$ cat src/rtl/bf_pkg.sv
// Shared BF control-path definitions: opcodes, scan direction and scanner states.
package bf_pkg;
    localparam logic [7:0] OP_LBRACK = 8'h5B;
    localparam logic [7:0] OP_RBRACK = 8'h5D;

    localparam logic DIR_FWD = 1'b0;
    localparam logic DIR_BWD = 1'b1;

    typedef enum logic [1:0] {
        S_IDLE,
        S_READ,
        S_EVAL
    } scan_state_e;

    // True when one more step from addr would leave the 16-bit address space.
    function automatic logic step_wraps(input logic [15:0] addr, input logic dir);
        return (dir == DIR_BWD) ? (addr == 16'h0000) : (addr == 16'hFFFF);
    endfunction
endpackage

$ cat src/rtl/PCALU.sv
// Program-counter incrementer/decrementer shared by the control path.
module PCALU (
    input  logic [15:0] pc_in,
    input  logic        PCDecInc,
    output logic [15:0] pc_out
);
    assign pc_out = PCDecInc ? (pc_in - 16'd1) : (pc_in + 16'd1);
endmodule

$ cat src/rtl/bf_loop_scanner.sv
// Walks program memory from a bracket to its partner, tracking nesting depth,
// and reports the matching address (or an error on overflow / address wrap).
module bf_loop_scanner
    import bf_pkg::*;
#(
    parameter int DEPTH_W = 8
) (
    input  logic        clk,
    input  logic        resetn,
    input  logic        start,
    input  logic        dir,
    input  logic [15:0] start_pc,
    output logic [15:0] instr_addr,
    input  logic [7:0]  instr_data,
    output logic        busy,
    output logic        done,
    output logic [15:0] match_pc,
    output logic        error
);
    localparam logic [DEPTH_W-1:0] DEPTH_MAX = '1;
    localparam logic [DEPTH_W-1:0] DEPTH_ONE = DEPTH_W'(1);

    scan_state_e        state;
    logic [DEPTH_W-1:0] depth;
    logic               dir_q;
    logic [15:0]        start_pc_q;

    logic [15:0] step_base;
    logic [15:0] step_next;
    logic        step_dir;
    logic        wrap;
    logic        is_open;
    logic        is_close;
    logic        matched;
    logic        eval_err;

    // In IDLE the first step is taken from the requester's inputs, later from the scan state.
    always_comb begin
        step_base = (state == S_IDLE) ? start_pc : instr_addr;
        step_dir  = (state == S_IDLE) ? dir      : dir_q;
    end

    PCALU u_pcalu (
        .pc_in    (step_base),
        .PCDecInc (step_dir),
        .pc_out   (step_next)
    );

    assign wrap     = step_wraps(step_base, step_dir);
    assign is_open  = (dir_q == DIR_FWD) ? (instr_data == OP_LBRACK) : (instr_data == OP_RBRACK);
    assign is_close = (dir_q == DIR_FWD) ? (instr_data == OP_RBRACK) : (instr_data == OP_LBRACK);
    assign matched  = is_close && (depth == DEPTH_ONE);
    assign eval_err = (is_open && (depth == DEPTH_MAX)) || (!matched && wrap);

    always_ff @(posedge clk) begin
        if (!resetn) begin
            state      <= S_IDLE;
            depth      <= '0;
            dir_q      <= DIR_FWD;
            start_pc_q <= 16'h0000;
            instr_addr <= 16'h0000;
            busy       <= 1'b0;
            done       <= 1'b0;
            error      <= 1'b0;
            match_pc   <= 16'h0000;
        end else begin
            done  <= 1'b0;
            error <= 1'b0;
            case (state)
                S_IDLE: begin
                    if (start) begin
                        dir_q      <= dir;
                        start_pc_q <= start_pc;
                        depth      <= DEPTH_ONE;
                        if (wrap) begin
                            done     <= 1'b1;
                            error    <= 1'b1;
                            match_pc <= start_pc;
                        end else begin
                            instr_addr <= step_next;
                            busy       <= 1'b1;
                            state      <= S_READ;
                        end
                    end
                end
                S_READ: state <= S_EVAL;
                S_EVAL: begin
                    if (eval_err) begin
                        done     <= 1'b1;
                        error    <= 1'b1;
                        match_pc <= start_pc_q;
                        busy     <= 1'b0;
                        state    <= S_IDLE;
                    end else if (matched) begin
                        done     <= 1'b1;
                        match_pc <= instr_addr;
                        busy     <= 1'b0;
                        state    <= S_IDLE;
                    end else begin
                        if (is_open)       depth <= depth + DEPTH_ONE;
                        else if (is_close) depth <= depth - DEPTH_ONE;
                        instr_addr <= step_next;
                        state      <= S_READ;
                    end
                end
                default: state <= S_IDLE;
            endcase
        end
    end
endmodule
$ cat config.mk
export PLATFORM = sky130hd
export DESIGN_NAME = bf_loop_scanner
export DESIGN_NICKNAME = d
export VERILOG_FILES = /design/src/rtl/bf_pkg.sv /design/src/rtl/PCALU.sv /design/src/rtl/bf_loop_scanner.sv
export SDC_FILE = /design/constraint.sdc
export NUM_CORES = 1
export LEC_CHECK = 0
export CAP_MARGIN = 20
export CORE_MARGIN = 4
export CORE_UTILIZATION = 50
export CTS_BUF_LIST = sky130_fd_sc_hd__clkbuf_2
export CTS_CLUSTER_SIZE = 14
export DETAILED_ROUTE_END_ITERATION = 12
export GPL_ROUTABILITY_DRIVEN = 0
export MAX_ROUTING_LAYER = met4
export PLACE_DENSITY_LB_ADDON = 0.25
export SLEW_MARGIN = 20
export SYNTH_ARGS = -nofsm -noshare
export SYNTH_HDL_FRONTEND = slang
export SYNTH_SLANG_ARGS = --single-unit
$ cat constraint.sdc
create_clock -name clk -period 3.7 [get_ports clk]
set_input_delay 0.74 -clock clk [delete_from_list [all_inputs] [get_ports clk]]
set_output_delay 0.74 -clock clk [all_outputs]
set_load 0.005 [all_outputs]
### Yosys cells after proc, flatten, opt, wreduce, memory -nomap -nowiden

Index checks and enable logic that the tools add are counted.

* register bits after elaboration: 62
* logic and storage cells: 80
* bits of input ports: 28
* output and inout port bits: 35

* mux-type cells: 39
* equal/unequal tests: 14
* add/sub/neg operators: 4
* reduce and logical (&&, ||, !) cells: 14

Operators with widths (number)
* $mux W16: 10
* $pmux W16 S2: 2
* $mux W8: 5
* $add A16 B1 Y16 const B: 1
* $eq A16 B16 Y1 const B: 1
* $eq A8 B7 Y1 const B: 2
* $logic_not A16 Y1: 1
* $pmux W8 S2: 1
* $sub A16 B1 Y16 const B: 1
* $mux W1: 15
* $ne A2 B2 Y1 const B: 5
* $reduce_and A5 Y1: 2
* $add A8 B1 Y8 const B: 1
* $eq A8 B1 Y1 const B: 1
* $eq A8 B8 Y1 const B: 1
* $reduce_and A4 Y1: 2
* $sub A8 B1 Y8 const B: 1
* $ne A3 B3 Y1 const B: 2
* $pmux W1 S2: 3
* $pmux W2 S3: 1
* $mux W2: 2
* $reduce_and A2 Y1: 2
* $logic_and A1 B1 Y1: 3
* $eq A2 B1 Y1 const B: 1
* 5 further kinds: 5

### Logic depth before layout (Yosys ltp)

Gate-level depths: netlist of run 1.

* word-level depth: 8
* depth in mapped cells: 12
* mapped depth without buffers: 10

### Cells and area by module

From an unflattened synthesis of run 1, not the netlist that was laid out.

* cell total of the unflattened synthesis: 500
* area, all modules: 4082.7 um^2

By module, submodules not included
* bf_loop_scanner: times used 1, seq. area each 1241.2 um^2, cells an instance 399, area each 3345.7 um^2
* PCALU: times used 1, seq. area each 0.0 um^2, cells an instance 101, area each 737.0 um^2

### Worst setup path after synthesis of run 1

Ideal clock, no wire load.

* path kind: register to register
* from: register state[1]
* to: register instr_addr[14]
* setup slack: 386 ps
* stages on the path, launching flop included: 13
* path buffers: 2
* clock period less this slack: 3314 ps
* library setup time: 128 ps
* required time: 3572 ps
* data arrival time: 3186 ps
* cell sequence: dfxtp_1 > nor2_2 > buf_1 > clkbuf_1 > mux2_2 > ha_1 > a2111oi_0 > o221ai_1 > a31oi_1 > o21ai_0 > xor2_1 > mux2i_1 > nor2_1

* cells in the longest elaborated chain, start to end: 8
* elaborated cells between the ends (all ways): 23
* those cells by class: add/sub (2); eq/ne (6); mux (9); reduce/logical (6)

Ends and longest elaborated chain
* start, declared: line bf_loop_scanner.sv:23 `scan_state_e state;`
* start signal, assigned: line bf_loop_scanner.sv:57 `state <= S_IDLE;`
* start signal, assigned: line bf_loop_scanner.sv:82 `state <= S_READ;`
* start signal, assigned: line bf_loop_scanner.sv:86 `S_READ: state <= S_EVAL;`
* branches (longest 8 deep; another with $add A16 B1 Y16)
* end signal, assigned: line bf_loop_scanner.sv:80 `instr_addr <= step_next;`
* end signal, assigned: line bf_loop_scanner.sv:102 `instr_addr <= step_next;`
* end, declared: line bf_loop_scanner.sv:13 `output logic [15:0] instr_addr,`

Parallel ways; which one is timed is not known. The select of a mux whose other input is x is not followed.
A chain may end at the register's enable or synchronous reset.

### Worst setup path in the final report of run 1

Same ends and word-level chain as after synthesis.

==> results.yml, run 1 <==
status:
  status: "finished, final reports clean"
grt:
  grt_antenna_before_repair: 0
  grt_pass1_wl_um: 19800
  first_global_vias: 4001
  grt_overflow: 0
  grt_use_total_pct: 25.5
  grt_max_degree: 38
clock_network:
  tritoncts: "done"
  cts_root_buffer: "clkbuf_2"
  clkSlewWorstSetupHoldPaths_ns: 0.21
  cts_buffers: 9
  clk_path_buf_depth: 2
  clk_latency_ns: 0.53
  clkSinkCount: 62
  cts_max_level: 3
placement:
  place_area_um2: 4930
  place_hpwl_um: 8840
  port-buffer-count: 62
power:
  peakVddDrop_mv: 0.264
  power_frac_seq_pct: 43.6
  p_clk_share_pct: 20.0
  switching_share_pct: 39.2
  leakagePower_nw: 1.95
  power.density_nw_per_um2: 374
  p_comb_share_pct: 36.4
  p_int_mw: 1.14
  switching_power_uw: 736
detailed_routing:
  drt.antenna.violating_nets: 0
  wire_per_inst_um: 18.0
  dr_total_vias: 4294
  dr.pass1.iters: 5
  drc: 0
  drt_iter0_drc: 298
  viasPerCell: 6.30
  finalWirelength_um: 12300
setup_path:
  worstPathArrival_ns: 3.92
  reg2reg_depth: 11
  worstSetupPathType: "register to register"
  cp_max_fo: 11
  r2r_end: "instr_addr[14]"
  endpoint_kind: "register"
  r2r-start: "state[1]"
  ff2ff_setup_slack_ns: 0.20
  worst-endpoint-required_ns: 4.12
  startpoint_type: "register"
logic_synthesis:
  synth_edf_count: 0
  synth_top_family_by_area: "compound AO/OA/AOI/OAI gates"
  synthCells: 511
  synth_flop_cell: "dfxtp_1"
  syn_nets: 557
  synth_xor_area_share_pct: 3.59
  synth-seq-cells: 62
  ys_types: 67
  seq_area_frac_synth_pct: 30.0
  synth_area_um2: 4140
  synthAdderAreaFrac_pct: 5.62
  avgSynthCellArea_um2: 8.11
  yosysWarnings: 0
  yosys.area_share.simple_pct: 24.5
  async_flop_share_pct: 0
  synthMuxAreaShare_pct: 7.49
  synth_compound_area_share_pct: 24.6
die:
  die_width_um: 99.0
  start_util_pct: 52.5
  fp.dieH_um: 99.0
  io_pins: 63
  die_area_um2: 9810
  core_um2: 7890
  rows: 32
timing:
  slew_headroom_pct: 46.3
  fmax_mhz: 285
  setup_violations: 0
  hold_viol: 0
  slew_violations: 0
  min_period_over_period_pct: 94.7
  period_minus_slack_ns: 3.50
  timing.hold.ws_ns: 0.484
  rsz0062_at_grt: "no"
  worst_slew_pin_slew_ns: 0.801
  finClkSkew_ns: 0.0339
hold_path:
  holdPathEnd: "match_pc[10]"
  hold_path_depth: 1
  min-delay-path-class: "register to register"
  min_from: "match_pc[10]"
run:
  maxCapViolations: 0
final_layout:
  fillers: 688
  layout-drive-gt1-share_pct: 12.2
  areaGrowthSynthToFinish_pct: 21.3
  final_area_um2: 5030
  regArea_um2: 1240
  fin_nets: 621
  antenna_cells: 0
  multiInputGateArea_um2: 2740
==> cell families after synthesis <==
| group | after synthesis |
|---|---|
| AO/OA/AOI/OAI | 146 |
| XOR/XNOR | 17 |
| adder cells (fa/ha/maj) | 18 |
| buffers and inverters | 41 |
| flip-flops | 62 |
| multiplexers | 29 |
| AND/OR/NAND/NOR | 198 |
==> cells in the final DEF, fill, tap and decap left out, types with 3 or more instances in the layout <==
master / count
a211oi_1: 5
a21o_1: 3
a21oi_1: 32
a31oi_1: 5
and4_1: 3
buf_4: 19
clkbuf_2: 9
clkdlybuf4s50_1: 62
dfxtp_1: 62
ha_1: 17
inv_1: 12
mux2_2: 16
mux2i_1: 13
nand2_1: 79
nand2b_1: 3
nand3_1: 6
nand4_1: 9
nor2_1: 34
nor2b_1: 4
nor3_1: 12
nor4_1: 6
nor4b_1: 3
o21ai_0: 27
o221a_2: 3
o22ai_1: 18
o2bb2ai_1: 16
o311ai_1: 15
or3_1: 18
xnor2_1: 7
xor2_1: 10
==> power by group through the flow <==
| stage | clock network (mW) | logic [mW] | registers (mW) |
|---|---|---|---|
| 2_1_floorplan | 0 | 0.445 | 0.791 |
| 3_3_place_gp | 0 | 0.658 | 0.823 |
| 3_5_place_dp | 0 | 0.672 | 0.828 |
| 4_1_cts | 0.377 | 0.677 | 0.814 |
| 5_1_grt | 0.407 | 0.756 | 0.825 |
| 6_report | 0.375 | 0.683 | 0.819 |
==> layout make-up <==
| type | instances | share of cell area (%) |
|---|---|---|
| repair buffers | 82 | 15.6 |
| flip-flops and latches | 62 | 24.7 |
| multi-input cells | 408 | 54.4 |
| inverters | 12 | 0.896 |
| clock inverters | 7 | 0.971 |
| well taps | 102 | 2.54 |
| clock buffers | 9 | 0.896 |
==> layer usage <==
layer	global-route usage, %	routed length (um)	vias up
met4	9.35	258	0
met5	-	0	-
li1	-	-	2046
met3	3.89	1080	27
met2	39.7	5630	219
met1	33.5	5320	2002
==> worst max-delay path, cell delays in order, from the launching register on <==
cell and delay, ns:
dfxtp_1 0.44, nor2_2 0.33, buf_4 0.27, mux2_2 0.36
ha_1 0.33, a2111oi_1 0.53, o221ai_1 0.35, a31oi_1 0.31
o21ai_0 0.14, xor2_1 0.16, mux2i_1 0.13, nor2_1 0.05
==> synth_stat cells (4+ instances only) <==
master     number  area (um2)
o21ai_0        27         135
o2bb2ai_1      16         140
o311ai_1       15         131
clkbuf_1       15        56.3
nand2_1        79         297
a31oi_1         5        31.3
o22ai_1        18         113
dfxtp_1        62        1240
buf_2           9        45.0
xnor2_1         7        61.3
nor2b_1         4        25.0
a211oi_1        5        37.5
nor3_1         12        60.1
nand4_1         9        56.3
nor4_1          6        37.5
or3_1          18         113
mux2_2         16         180
nand3_1         6        30.0
ha_1           17         213
mux2i_1        13         130
a21oi_1        32         160
nor2_1         34         128
inv_1          12        45.0
xor2_1         10        87.6
==> worst max path at each step <==
| stage | from | to | slack [ns] | depth (start not counted) |
|---|---|---|---|---|
| 2_1_floorplan | state[1] | instr_addr[14] | 0.39 | 12 |
| 3_3_place_gp | dir | instr_addr[14] | -0.09 | 11 |
| 3_5_place_dp | dir | instr_addr[14] | -0.30 | 11 |
| 4_1_cts | state[1] | instr_addr[14] | 0.07 | 11 |
| 5_1_grt | state[1] | instr_addr[14] | 0.01 | 11 |
| 6_report | state[1] | instr_addr[14] | 0.20 | 11 |
==> through the flow <==
step                utilization, %  setup WS [ns]  cells  TNS [ns]  power (mW)
floorplan                        -          0.386    511         0        1.24
global placement              62.5        -0.0906    666    -0.142        1.48
detailed placement            62.5         -0.302    666    -0.647        1.50
CTS                           63.7         0.0697    682         0        1.87
global route                  63.7         0.0140    682         0        1.99
finish                        63.7          0.196    682         0        1.88
==> registers in the layout, summed over array words and instances, names as in the netlist <==
signal      count
done            1
dir_q           1
depth           8
instr_addr     16
match_pc       16
error           1
start_pc_q     16
busy            1
state           2
==> what timing repair did <==
item                       4_1_cts  5_1_grt
resized for setup                0        1
setup endpoints to repair        0        2
hold buffers                     0        0
buffers inserted                 0        0
Note: power is estimated with default switching activity, not from simulation.
==> inputs of run 2 (changes only) <==
CORE_ASPECT_RATIO = 0.8   (was unset)
SETUP_SLACK_MARGIN = 0.4   (was unset)
==> run 2 against run 1 <==
  * Flip-flop and latch count unchanged
  * Core utilization decreased by 0.13 points
  * Global-route usage increased by 1.3 points
  * Wire length is 1.6% higher
  * Worst setup slack improved by 0.39 ns
  * Via count increased by 1.9%
  * Critical path type unchanged
  * Largest cell class unchanged
==> results.yml, run 2 (synthesized netlist as in run 1, its figures left out) <==
timing:
  min_period_over_period_pct: 84.2
  worst_slew_pin_slew_ns: 0.929
  tns_ns: 0
  fmax_mhz: 321
  slew_headroom_pct: 37.7
  finClkSkew_ns: 0.0278
  period_minus_slack_ns: 3.11
  rsz0062_at_grt: "no"
  setup_violations: 0
  timing.hold.ws_ns: 0.480
  slew_violations: 0
  hold_viol: 0
die:
  fp.dieH_um: 89.4
  start_util_pct: 51.9
  core_um2: 7980
  rows: 29
  die_area_um2: 9820
  die_width_um: 110
  io_pins: 63
clock_network:
  cts_buffers: 9
  clk_path_buf_depth: 2
  clkSlewWorstSetupHoldPaths_ns: 0.19
  clk_latency_ns: 0.52
  cts_max_level: 3
  cts_root_buffer: "clkbuf_2"
  ctsHoldBuffers: 0
  tritoncts: "done"
  clkSinkCount: 62
detailed_routing:
  viasPerCell: 6.35
  finalWirelength_um: 12500
  drt.antenna.violating_nets: 0
  dr_total_vias: 4377
  wire_per_inst_um: 18.1
  dr.pass1.iters: 5
  drt_iter0_drc: 431
  drc: 0
final_layout:
  fillers: 681
  antenna_cells: 0
  layout_common_cells: "nand2_1 (79), clkdlybuf4s50_1 (62), dfxtp_1 (61)"
  reg.largest.list: "instr_addr x16, match_pc x16, start_pc_q x16"
  areaGrowthSynthToFinish_pct: 22.5
  fin_nets: 622
  layout_commonest_cell: "nand2_1"
  layout-drive-gt1-share_pct: 12.9
hold_path:
  min-delay-path-class: "register to register"
placement:
  port-buffer-count: 62
  place_hpwl_um: 9170
status:
  status: "finished, final reports clean"
grt:
  grt_use_total_pct: 26.8
  grt_antenna_before_repair: 0
  first_global_vias: 3952
  grt_pass1_wl_um: 20000
  grt_overflow: 0
  grt_max_degree: 38
setup_path:
  worst-endpoint-required_ns: 4.13
  worstSetupPathType: "register to register"
  startpoint_type: "register"
  endpoint_kind: "register"
  worstPathArrival_ns: 3.55
  cp_max_fo: 13
run:
  maxCapViolations: 0
power:
  power.density_nw_per_um2: 383
  peakVddDrop_mv: 0.200
  leakagePower_nw: 1.96
[run 2: stage by stage]
| stage | cell area [um2] | setup slack (ns) | total power, mW | utilization (%) | std cells |
|---|---|---|---|---|---|
| floorplan | 4140 | 0.440 | 1.24 | - | 511 |
| global placement | 4940 | 0.0421 | 1.48 | 61.9 | 672 |
| detailed placement | 4940 | 0.0222 | 1.50 | 61.9 | 672 |
| CTS | 5060 | 0.504 | 1.92 | 63.4 | 688 |
| global route | 5080 | 0.425 | 2.06 | 63.6 | 689 |
| finish | 5080 | 0.586 | 1.94 | 63.6 | 689 |
[run 2: power by group]
group | total, mW | internal [mW] | switching [mW]
registers | 0.818 | 0.719 | 0.0990
clock network | 0.438 | 0.156 | 0.282
logic | 0.689 | 0.335 | 0.355
total | 1.94 | 1.21 | 0.736
[run 2: worst max-delay path, cell delays in order (launching register included)]
cell	delay, ns
dfxtp_1	0.42
nor2_2	0.20
buf_4	0.26
mux2_2	0.37
ha_1	0.38
nand2_1	0.12
or3_1	0.37
o21ai_0	0.27
o221ai_1	0.22
xor2_1	0.20
a211oi_1	0.23
[run 2: routing by layer]
layer	wire length (um)	track usage, %
met5	0	-
met4	206	6.34
met3	1370	5.49
met2	5550	39.9
met1	5360	37.4
[run 2: area by class of cell]
cell class	count	area, um2	area share, %
Timing Repair Buffer	83	791	15.6
Clock buffer	9	45.0	0.887
Sequential cell	62	1240	24.5
Multi-Input combinational cell	408	2740	54.1
Inverter	12	45.0	0.887
Tap cell	108	135	2.66
Clock inverter	7	73.8	1.45
[run 2: timing repair]
item	CTS	global route
endpoints found under the setup margin	0	3
hold endpoints to repair	0	0
buffers inserted	0	1
gates resized for setup	0	4
[run 2: final timing paths]
kind	from	endpoint	slack, ns	cells after the start
max	state[0]	instr_addr[15]	0.59	10
min	match_pc[7]	match_pc[7]	0.48	1
max reg2reg	state[0]	instr_addr[15]	0.59	10
min reg2reg	match_pc[7]	match_pc[7]	0.48	1
==> inputs of run 3 (changes only) <==
clock period = 3.2 ns   (was 3.7 ns; I/O delays follow)
==> run 3 against run 2 <==
  * Clock skew grew 0.0026 ns
  * Critical endpoint is now match_pc[10]
  * Critical path type is now input port to register
  * Clock-buffer cell count grew 1
  * Sequential share of layout area shrank 2.8 points
  * Sequential power grew 12%
  * Die area is the same
==> results.yml, run 3 (synthesized netlist as in run 1, its figures left out) <==
setup_path:
  endpoint_kind: "register"
  crit_chain: "clkdlybuf4s50_1 > nand4_1 > or4_4 > nor4_4 > nor4b_4 > buf_4 > o311ai_1 > o2bb2ai_1"
  worst-path-buf-inv: 2
  worstPathArrival_ns: 3.28
  startpoint_type: "input port"
  cp_max_fo: 7
  r2r-start: "state[1]"
  cpPeakStageDelay_ns: 0.61
  crit_slowest_cell: "clkdlybuf4s50_1"
  worstSetupPathType: "input port to register"
  ff2ff_setup_slack_ns: 0.35
  worst-endpoint-required_ns: 3.63
  path_delay_family: "simple AND/OR/NAND/NOR gates"
  crit_path_start: "start_pc[6]"
final_layout:
  layout_commonest_cell: "nand2_1"
  fillers: 591
  layout-drive-gt1-share_pct: 24.1
  reg.largest.list: "instr_addr x16, match_pc x16, start_pc_q x16"
  antenna_cells: 0
  stdcell_count: 744
  layout_common_cells: "nand2_1 (77), buf_4 (68), clkdlybuf4s50_1 (61)"
  areaGrowthSynthToFinish_pct: 38.6
  fin_nets: 677
hold_path:
  min_from: "match_pc[2]"
  min-delay-path-class: "register to register"
detailed_routing:
  wire_per_inst_um: 19.3
  dr_total_vias: 4695
  viasPerCell: 6.31
  drt_iter0_drc: 591
  dr.pass1.iters: 7
  finalWirelength_um: 14400
  drt.antenna.violating_nets: 0
  drc: 0
power:
  peakVddDrop_mv: 0.297
  finalPower_mw: 2.56
  power.density_nw_per_um2: 447
  leakagePower_nw: 2.30
clock_network:
  clk_latency_ns: 0.53
  clk_path_buf_depth: 2
  cts_root_buffer: "clkbuf_2"
  clkSinkCount: 62
  tritoncts: "done"
  clkSlewWorstSetupHoldPaths_ns: 0.19
  cts_buffers: 9
  cts_max_level: 3
timing:
  timing.hold.ws_ns: 0.483
  slew_headroom_pct: 52.3
  period_minus_slack_ns: 2.85
  tns_ns: 0
  worst_slew_pin_slew_ns: 0.712
  min_period_over_period_pct: 89.1
  fin_ws_ns: 0.350
  rsz0062_at_grt: "yes"
  hold_viol: 0
  fmax_mhz: 351
  setup_violations: 0
  slew_violations: 0
  finClkSkew_ns: 0.0304
die:
  die_area_um2: 9820
  die_width_um: 110
  rows: 29
  start_util_pct: 51.9
  core_um2: 7980
  fp.dieH_um: 89.4
  io_pins: 63
grt:
  use_met3_pct: 5.56
  grt_use_total_pct: 29.8
  first_global_vias: 4282
  grt_overflow: 0
  grt_max_degree: 38
  grt_antenna_before_repair: 0
  grt_use_met2_pct: 45.8
  grt_pass1_wl_um: 21900
  grtUsageMet1_pct: 40.2
  top_usage_layer: "met2"
placement:
  pre_cts_ws_ns: -0.395
  dp_cells: 710
  port-buffer-count: 62
  place_hpwl_um: 9820
status:
  status: "finished, final reports clean"
run:
  maxCapViolations: 0
==> run 3: final cells by class <==
class	count	area [um2]	area share, %
Inverter	12	45.0	0.785
Timing Repair Buffer	135	1210	21.1
Sequential cell	62	1250	21.7
Clock buffer	10	50.0	0.872
Multi-Input combinational cell	411	2970	51.7
Tap cell	108	135	2.35
Clock inverter	6	86.3	1.50
==> run 3: final timing paths <==
check        depth (start not counted)              to
min                                  1     match_pc[2]
max reg2reg                         10  instr_addr[13]
max                                  8    match_pc[10]
min reg2reg                          1     match_pc[2]
==> run 3: per-layer routing <==
layer  share of wire [%]  vias to the layer above
met5                   0                        -
met4                 2.1                        0
met3                  11                       42
met2                  45                      299
met1                  42                     2191
li1                    -                     2163
==> run 3: stage by stage <==
step                instance area [um2]  utilization [%]
floorplan                          4200                -
global placement                   5270             66.0
detailed placement                 5270             66.0
CTS                                5520             69.1
global route                       5740             71.9
finish                             5740             71.9
==> run 3: timing repair <==
item,4_1_cts,5_1_grt
setup buffers,7,8
hold buffers,0,0
pin swaps,5,17
endpoints found under the hold margin,0,0
cloned,2,1
endpoints found under the setup margin,30,26
gates resized for setup,8,32
==> run 3: where the power goes <==
part	leakage, nW	switching (mW)	total [mW]	internal (mW)
Sequential	0.507	0.0882	0.919	0.831
Clock	0.0819	0.317	0.577	0.260
Combinational	1.71	0.533	1.07	0.536
Total	2.30	0.937	2.56	1.63
